--- config.mk ---
export PLATFORM = sky130hd
export DESIGN_NAME = wb_arb_rr2
export DESIGN_NICKNAME = d
export VERILOG_FILES = /design/src/rtl/wb_arb_rr2.sv
export SDC_FILE = /design/constraint.sdc
export NUM_CORES = 1
export LEC_CHECK = 0
export ABC_AREA = 0
export ABC_CLOCK_PERIOD_IN_PS = 1600
export BUFFER_PORTS_ARGS = -buffer_cell sky130_fd_sc_hd__buf_2
export CORE_AREA = 2 2 89 91
export DETAILED_ROUTE_END_ITERATION = 6
export DIE_AREA = 0 0 91 93
export PLACE_DENSITY_LB_ADDON = 0.3
export SLEW_MARGIN = 20
export SYNTH_ARGS = -nofsm -noshare
export SYNTH_HDL_FRONTEND = slang
export SYNTH_SLANG_ARGS = --single-unit
--- constraint.sdc ---
create_clock -name clk -period 1.6 [get_ports clk]
set_clock_uncertainty 0.05 [all_clocks]
set_input_delay 0.32 -clock clk [delete_from_list [all_inputs] [get_ports clk]]
set_output_delay 0.32 -clock clk [all_outputs]
set_load 0.01 [all_outputs]
--- src/rtl/wb_arb_rr2.sv ---
// Two-master to one-slave round-robin Wishbone-style arbiter, one whole transaction per grant.
// Latency: s_cyc rises one cycle after a request; acks pass through combinationally during a grant.
// Backpressure: the losing master waits with cyc held; an IDLE cycle always separates two grants.
//
// Ports:
//   clk, rst            clock, synchronous active-high reset
//   m0_*, m1_*          master ports (addr, wdata, we, cyc in; rdata, ack out)
//   s_*                 slave port (addr, wdata, we, cyc out; rdata, ack in)
//   err                 one-cycle pulse when a grant is ended by the ack timeout
//
// Optional feature: define WB_ARB_RR2_TIMEOUT_EN to end a grant with a synthetic ack
// (rdata all ones, err pulse) after TIMEOUT cycles without a slave ack. Without it err is 0
// and a hung slave keeps the grant until the master drops cyc.
module wb_arb_rr2 #(
    parameter int AW      = 9,
    parameter int DW      = 32,
    parameter int TIMEOUT = 255
) (
    input  logic          clk,
    input  logic          rst,

    input  logic [AW-1:0] m0_addr,
    output logic [DW-1:0] m0_rdata,
    input  logic [DW-1:0] m0_wdata,
    input  logic          m0_we,
    input  logic          m0_cyc,
    output logic          m0_ack,

    input  logic [AW-1:0] m1_addr,
    output logic [DW-1:0] m1_rdata,
    input  logic [DW-1:0] m1_wdata,
    input  logic          m1_we,
    input  logic          m1_cyc,
    output logic          m1_ack,

    output logic [AW-1:0] s_addr,
    input  logic [DW-1:0] s_rdata,
    output logic [DW-1:0] s_wdata,
    output logic          s_we,
    output logic          s_cyc,
    input  logic          s_ack,

    output logic          err
);

    typedef enum logic [1:0] {
        IDLE = 2'd0,
        G0   = 2'd1,
        G1   = 2'd2
    } state_t;

    state_t state;
    logic   last;      // master that completed the most recent grant
    logic   gnt0;
    logic   gnt1;
    logic   cur_cyc;   // cyc of the master currently holding the grant
    logic   to_hit;    // timeout fires this cycle (never without the feature)

    assign gnt0    = (state == G0);
    assign gnt1    = (state == G1);
    assign cur_cyc = (gnt0 & m0_cyc) | (gnt1 & m1_cyc);

`ifdef WB_ARB_RR2_TIMEOUT_EN
    localparam int CW = $clog2(TIMEOUT + 1);

    logic [CW-1:0] to_cnt;

    // A real ack in the same cycle wins over the timeout; a master that already
    // dropped cyc is treated as an abort, not handed a synthetic ack.
    assign to_hit = cur_cyc & ~s_ack & (to_cnt == CW'(TIMEOUT));
    assign err    = to_hit;

    // Cleared while idle so it starts from zero on grant entry.
    always_ff @(posedge clk) begin
        if (rst) begin
            to_cnt <= '0;
        end else if (state == IDLE) begin
            to_cnt <= '0;
        end else if (!s_ack) begin
            to_cnt <= to_cnt + CW'(1);
        end
    end
`else
    localparam int unsigned unused_timeout = TIMEOUT;

    assign to_hit = 1'b0;
    assign err    = 1'b0;
`endif

    // Slave side: master 0 is steered through whenever master 1 is not granted,
    // so the slave sees stable (ignored) values while idle.
    assign s_addr  = gnt1 ? m1_addr  : m0_addr;
    assign s_wdata = gnt1 ? m1_wdata : m0_wdata;
    assign s_we    = gnt1 ? m1_we    : m0_we;
    assign s_cyc   = cur_cyc & ~to_hit;

    // Read data is broadcast; it only matters alongside the owner's ack.
    assign m0_rdata = (gnt0 & to_hit) ? {DW{1'b1}} : s_rdata;
    assign m1_rdata = (gnt1 & to_hit) ? {DW{1'b1}} : s_rdata;
    assign m0_ack   = gnt0 & (s_ack | to_hit);
    assign m1_ack   = gnt1 & (s_ack | to_hit);

    always_ff @(posedge clk) begin
        if (rst) begin
            state <= IDLE;
            last  <= 1'b1;     // master 0 wins the first tie
        end else begin
            case (state)
                IDLE: begin
                    // On a tie the master that did not complete last wins.
                    if (m0_cyc && (!m1_cyc || last)) begin
                        state <= G0;
                    end else if (m1_cyc) begin
                        state <= G1;
                    end
                end
                G0, G1: begin
                    if (s_ack || to_hit) begin
                        state <= IDLE;
                        last  <= (state == G1);
                    end else if (!cur_cyc) begin
                        // Abort: release the slave, fairness history untouched.
                        state <= IDLE;
                    end
                end
                default: begin
                    state <= IDLE;
                end
            endcase
        end
    end

endmodule

==> results of run 1 <==
==> path summary, 6_finish.rpt <==
| kind | cells past startpoint | start | endpoint | slack (ns) |
|---|---|---|---|---|
| worst max-delay path | 6 | state[0] | s_addr[8] | -0.24 |
| worst min-delay path | 2 | rst | state[1] | 0.25 |
| worst min register to register | 2 | last | last | 0.42 |
| worst max register to register | 8 | state[0] | state[0] | 0 |
==> layout make-up <==
class,count,area [µm²]
inverter,6,22.5
tap,102,128
clock buffer,4,45.0
multi-input combinational,62,807
timing repair buffer,148,1130
fill,816,5330
sequential,3,62.6
==> kinds of logic (layout without fill, tap and decap cells) <==
group,Yosys count,after routing,synth area share (%)
AO/OA/AOI/OAI,6,6,5.03
AND/OR/NAND/NOR,10,10,4.43
buffers and inverters,76,158,44.4
adder cells (fa/ha/maj),3,3,3.02
multiplexers,42,42,38.0
flip-flops,3,3,4.83
other,1,1,0.302
==> flip-flops by register name, indices dropped and copies added (netlist names) <==
signal  cells
state       2
last        1
==> synth_stat cells <==
| cell | number | area [µm²] |
|---|---|---|
| ha_1 | 3 | 37.5 |
| buf_6 | 1 | 11.3 |
| nand2_1 | 2 | 7.51 |
| conb_1 | 1 | 3.75 |
| o21ai_0 | 2 | 10.0 |
| a22oi_4 | 1 | 21.3 |
| and2_1 | 2 | 12.5 |
| inv_1 | 5 | 18.8 |
| nor4_1 | 1 | 6.26 |
| inv_2 | 1 | 3.75 |
| nand2b_1 | 2 | 12.5 |
| nand3_1 | 2 | 10.0 |
| a221oi_2 | 1 | 15.0 |
| buf_4 | 69 | 518 |
| nor2b_1 | 1 | 6.26 |
| a32o_1 | 1 | 10.0 |
| o22ai_1 | 1 | 6.26 |
| mux2_2 | 42 | 473 |
| dfxtp_1 | 3 | 60.1 |
==> routing by layer <==
metal	share of wire (%)	vias to the layer above	track usage (%)
met5	0	-	0
met2	50	112	16.9
met4	2.2	0	3.54
met3	12	17	3.79
met1	35	544	8.54
li1	-	572	-
==> metrics by stage <==
| stage | hold slack (ns) | cell area (µm²) | util (%) |
|---|---|---|---|
| after floorplan | 0.336 | 1240 | - |
| after global placement | 0.403 | 1570 | 20.8 |
| after detailed placement | 0.422 | 1570 | 20.8 |
| after CTS | 0.246 | 2120 | 28.2 |
| after global routing | 0.245 | 2200 | 29.2 |
| final | 0.250 | 2200 | 29.2 |
==> placed cells by master (no fill, tap or decap) <==
master,instances
a22oi_4,1
o21ai_0,1
ha_1,1
nand3_1,2
conb_1,1
buf_8,1
inv_1,3
nor4_1,1
clkbuf_1,1
a32o_1,1
buf_16,2
nand2_1,2
a221oi_2,1
dfxtp_1,1
buf_4,5
ha_4,2
clkbuf_16,1
o22ai_2,1
nand2b_1,2
buf_12,2
clkbuf_8,3
and2_4,2
inv_2,3
dfxtp_2,2
mux2_2,6
mux2_4,36
buf_2,93
buf_6,44
nor2b_1,1
o21ai_2,1
==> power by group through the flow <==
| stage | registers, mW | logic (mW) | clock network (mW) |
|---|---|---|---|
| 2_1_floorplan | 0.0873 | 0.411 | 0 |
| 3_3_place_gp | 0.0875 | 0.470 | 0 |
| 3_5_place_dp | 0.0877 | 0.471 | 0 |
| 4_1_cts | 0.0887 | 0.703 | 0.225 |
| 5_1_grt | 0.0900 | 0.785 | 0.236 |
| 6_report | 0.0887 | 0.739 | 0.219 |
==> timing repair <==
| item | CTS | global route |
|---|---|---|
| hold buffers | 0 | 0 |
| pin swaps | 2 | 6 |
| setup endpoints to repair | 45 | 47 |
| cloned | 3 | 1 |
| buffers inserted | 6 | 1 |
| gates resized for setup | 81 | 20 |
==> metrics.md, run 1 <==
| Metric | Value |
|---|---|
| Drt pass-1 iters | `3` |
| Startpoint types | `flop` |
| CP Cell Sequence | `inv_2 > ha_4 > buf_6 > buf_16 > mux2_4 > buf_6` |
| Number of synthesized register bits | `3` |
| CTS Buf Count | `3` |
| Floorplan row count | `32` |
| Routability Congestion | `0.696` |
| Post-DP HPWL | `slightly above 3000 µm` |
| Final WL | `roughly 4300 µm` |
| Max incr delay on CP | `a little over 0.3 ns` |
| Clock share of power | `20.9%` |
| Total power | `1.05 mW` |
| Sw frac | `between 30% and 40%` |
| PnR worst setup slack | `-0.239 ns` |
| Worst min path class | `in2reg` |
| Syn Inst Count | `about 140` |
| Largest net degree at the start of global routing | `12` |
| Wirelength per Cell | `between 10 and 15 µm` |
| Slowest CP cell | `dfxtp_2` |
| Post-Syn Area | `1240 µm²` |
| Via count | `between 1,000 and 1,500` |
| Vias in the first global route | `roughly 1,300` |
| Share of layout cells above drive strength 1 | `about 92%` |
| Total global routing track utilization | `about 8.9%` |
| Ant diodes | `0` |
| Starting Density | `16.5%` |
| Syn-to-layout area delta | `76.8%` |
| Die Footprint | `~8500 µm²` |
| Final setup fails | `between 40 and 50` |
| CTS tree | `done` |
| Clock tree sinks | `3` |
| Clock Pin Slew Worst Setup and Hold Paths | `~0.03 ns` |
| Gr ovfl total | `0` |
| PD cells | `about 480 nW/µm²` |
| CP required | `approximately 1.2 ns` |
| Max Fanout on Critical Path | `7` |
| Filler-free cell count of the finished design | `325` |
| Internal Pwr Total | `between 0.7 and 0.8 mW` |
| Leak | `about 1.1 nW` |
| # DRC | `0` |
| Critical Path Most Common Cell | `buf_6` |
| Core Area | `7530 µm²` |
| DR iter-0 viols | `14` |
| Yosys cell types | `19` |
| Worst path top cell family by delay | `buffers and inverters` |
| Failing checks | `setup timing` |
| Status | `complete, but fails checks` |
| Port Buf Inserts | `133` |
| Synthesized Nets | `265` |
| Final ANT Viol Nets | `0` |
| Ys Warns | `0` |
| Psw | `0.322 mW` |
| Crit path time final | `about 1.8 ns` |
| Die W | `91 µm` |
| Placement Setup Slack | `-0.0865 ns` |
| Worst Path Arrival | `roughly 1.5 ns` |
| Sequential share of the synthesized area | `between 4 and 5%` |
| Fin. max-slew vios | `0` |
| Peak Freq | `approximately 0.54 GHz` |
| RSZ-0062 raised after global routing | `yes` |
| Final cycle utilization of the critical path | `115%` |
| WS Path Type | `reg2out` |
| # IOs | `231` |
| TNS Setup | `-8.47 ns` |
| Worst vdd ir | `0.306 mV` |
| First-pass GRT wire length | `a little over 6000 µm` |
| Antenna violations before repair | `0` |
| Clk_lat worst skew | `between 0.2 and 0.25 ns` |
| Flop pwr share | `8.5%` |
| H-tree levels | `1` |
| Cell Count Post-Placement | `~310` |
| MaxCap Viol Count | `0` |
| Via/cell ratio | `3.83` |
| Logic pwr share | `a little over 70%` |
| Die height | `a little over 90 µm` |
| Setup crit end kind | `output port` |
| Final Hold Viols | `0` |
| Synth Area per Inst | `between 8 and 9 µm²` |
| CTS Root Cell | `clkbuf_8` |
| CTS max path bufs | `2` |
| Nets | `between 300 and 400` |
| Crit path buffers/inverters | `4` |
(Power assumes the default switching activity.)
==> run 2, diff against run 1 <==
Settings changed: CTS_BUF_LIST set to sky130_fd_sc_hd__clkbuf_8.
==> run 2 against run 1 <==
The run still ends with setup timing left. Register-to-register slack barely moved. Total power down 0.60%. Combinational power is essentially flat. First-iteration DRC count unchanged. Flip-flop and latch count is the same. Critical path depth stayed put. Critical endpoint unchanged. Largest power group unchanged. Highest routed layer unchanged.
==> metrics.md, run 2 (synthesis results as in run 1) <==
| Metric | Value |
|---|---|
| Status | `complete, but fails checks` |
| Failing checks | `setup timing` |
| Vias in the first global route | `1,340 (unchanged)` |
| Antenna violations before repair | `0 (unchanged)` |
| Total global routing track utilization | `8.95% (unchanged)` |
| Clock Pin Slew Worst Setup and Hold Paths | `0.03 ns (about the same)` |
| CP required | `1.23 ns (about the same)` |
| RSZ-0062 raised after global routing | `yes` |
| Floorplan row count | `32 (unchanged)` |
| Cell Count Post-Placement | `312 (unchanged)` |
| Drt pass-1 iters | `3 (unchanged)` |
| MaxCap Viol Count | `0 (unchanged)` |
| Max incr delay on CP | `0.31 ns (about the same)` |
| Design Area, Final | `2200 µm² (unchanged)` |
| Setup crit end kind | `output port` |
| Syn-to-layout area delta | `76.8% (unchanged)` |
| Final Hold Viols | `0 (unchanged)` |
| Fin. max-slew vios | `0 (unchanged)` |
| Slowest CP cell | `dfxtp_2` |
| Die height | `93 µm (unchanged)` |
| # IOs | `231 (unchanged)` |
| Ant diodes | `0 (unchanged)` |
| Final WL | `4300 µm (about the same)` |
| Worst vdd ir | `0.306 mV (about the same)` |
| Clk_lat worst skew | `0.21 ns (about the same)` |
| Critical Path Most Common Cell | `buf_6` |
| H-tree levels | `1 (unchanged)` |
| Worst Path Arrival | `1.47 ns (about the same)` |
| Leak | `1.14 nW (+0.36%)` |
| Share of layout cells above drive strength 1 | `92.4% (unchanged)` |
| Max Fanout on Critical Path | `7 (unchanged)` |
| Largest regs | `state: 2 flops, last: 1 flops` |
| Starting Density | `16.5% (unchanged)` |
| Most flops, register | `state` |
| CTS Root Cell | `clkbuf_8` |
| CTS max path bufs | `2 (unchanged)` |
| CP Cell Sequence | `inv_2 > ha_4 > buf_6 > buf_16 > mux2_4 > buf_6` |
| Final ANT Viol Nets | `0 (unchanged)` |
| Most common cell after layout, fill and taps aside | `buf_2` |
| Die W | `91 µm (unchanged)` |
| Final cycle utilization of the critical path | `115% (unchanged)` |
| Peak Freq | `0.544 GHz (unchanged)` |
| # DRC | `0 (unchanged)` |
| CTS Buf Count | `3 (unchanged)` |
| Core Area | `7530 µm² (unchanged)` |
| Filler-free cell count of the finished design | `325 (unchanged)` |
| CTS tree | `done` |
| TNS Setup | `-8.47 ns (unchanged)` |
| Placed cell areas | `1570 µm² (unchanged)` |
| Routability Congestion | `0.696 (unchanged)` |
| Via/cell ratio | `3.83 (unchanged)` |
| First-pass GRT wire length | `6160 µm (unchanged)` |
| Commonest cells after routing, fill and taps aside | `buf_2 (93), buf_6 (44), mux2_4 (36)` |
| Port Buf Inserts | `133 (unchanged)` |
| Startpoint types | `flop` |
| Clock tree sinks | `3 (unchanged)` |
| WS Path Type | `reg2out` |
| PnR worst setup slack | `-0.239 ns (unchanged)` |
| Gr ovfl total | `0 (unchanged)` |
| Via count | `1,245 (unchanged)` |
| Die Footprint | `8460 µm² (unchanged)` |
| Crit path time final | `1.84 ns (unchanged)` |
| DR iter-0 viols | `14 (unchanged)` |
| Post-DP HPWL | `3020 µm (unchanged)` |
| Largest register FFs | `2 (unchanged)` |
| Nets | `348 (unchanged)` |
| Worst min path class | `in2reg` |
| Final design utilization | `29.2% (unchanged)` |
| Wirelength per Cell | `13.2 µm (about the same)` |
| Final setup fails | `45 (unchanged)` |
| PD cells | `473 nW/µm² (-0.60%)` |
| Largest net degree at the start of global routing | `12 (unchanged)` |
-- run 2: per-layer routing --
metal | share of wire (%) | vias up | track usage (%)
met4 | 2.2 | 0 | 3.54
met5 | 0 | - | 0
met3 | 12 | 17 | 3.79
met2 | 50 | 112 | 16.9
met1 | 35 | 544 | 8.54
li1 | - | 572 | -
-- run 2: path summary, 6_finish.rpt --
path,to,cells after the start,slack [ns],start
max,s_addr[8],6,-0.24,state[0]
min,state[1],2,0.25,rst
max reg2reg,state[0],8,0,state[0]
min reg2reg,last,2,0.42,last
-- run 2: power by group --
group          switching, mW  internal (mW)  total (mW)  leakage, nW
clock network         0.0497          0.163       0.213       0.0269
logic                  0.268          0.471       0.739         1.09
registers            0.00484         0.0839      0.0887       0.0254
-- run 2: stage by stage --
step	worst slack, ns	power (mW)	hold WS, ns
finish	-0.239	1.04	0.250
global route	-0.304	1.11	0.244
global placement	-0.0767	0.558	0.403
floorplan	0.0478	0.499	0.336
detailed placement	-0.0865	0.559	0.422
CTS	-0.275	1.01	0.246
-- run 2: worst max-delay path: cells and delay by family, from the launching register on --
kind	cells	cell delay [ns]
flip-flops	1	0.31
adder cells (fa/ha/maj)	1	0.17
buffers and inverters	4	0.45
multiplexers	1	0.31
-- run 2: final cells by class --
class / instances / area (µm²)
Fill cell: 816 / 5330
Clock inverter: 1 / 3.75
Timing Repair Buffer: 148 / 1130
Clock buffer: 3 / 41.3
Tap cell: 102 / 128
Multi-Input combinational cell: 62 / 807
Inverter: 6 / 22.5
Sequential cell: 3 / 62.6
-- run 2: timing repair --
item | 4_1_cts | 5_1_grt
pin swaps | 2 | 6
cloned | 3 | 1
hold buffers | 0 | 0
setup endpoints to repair | 45 | 47
setup buffers | 6 | 1
gates resized for setup | 81 | 20
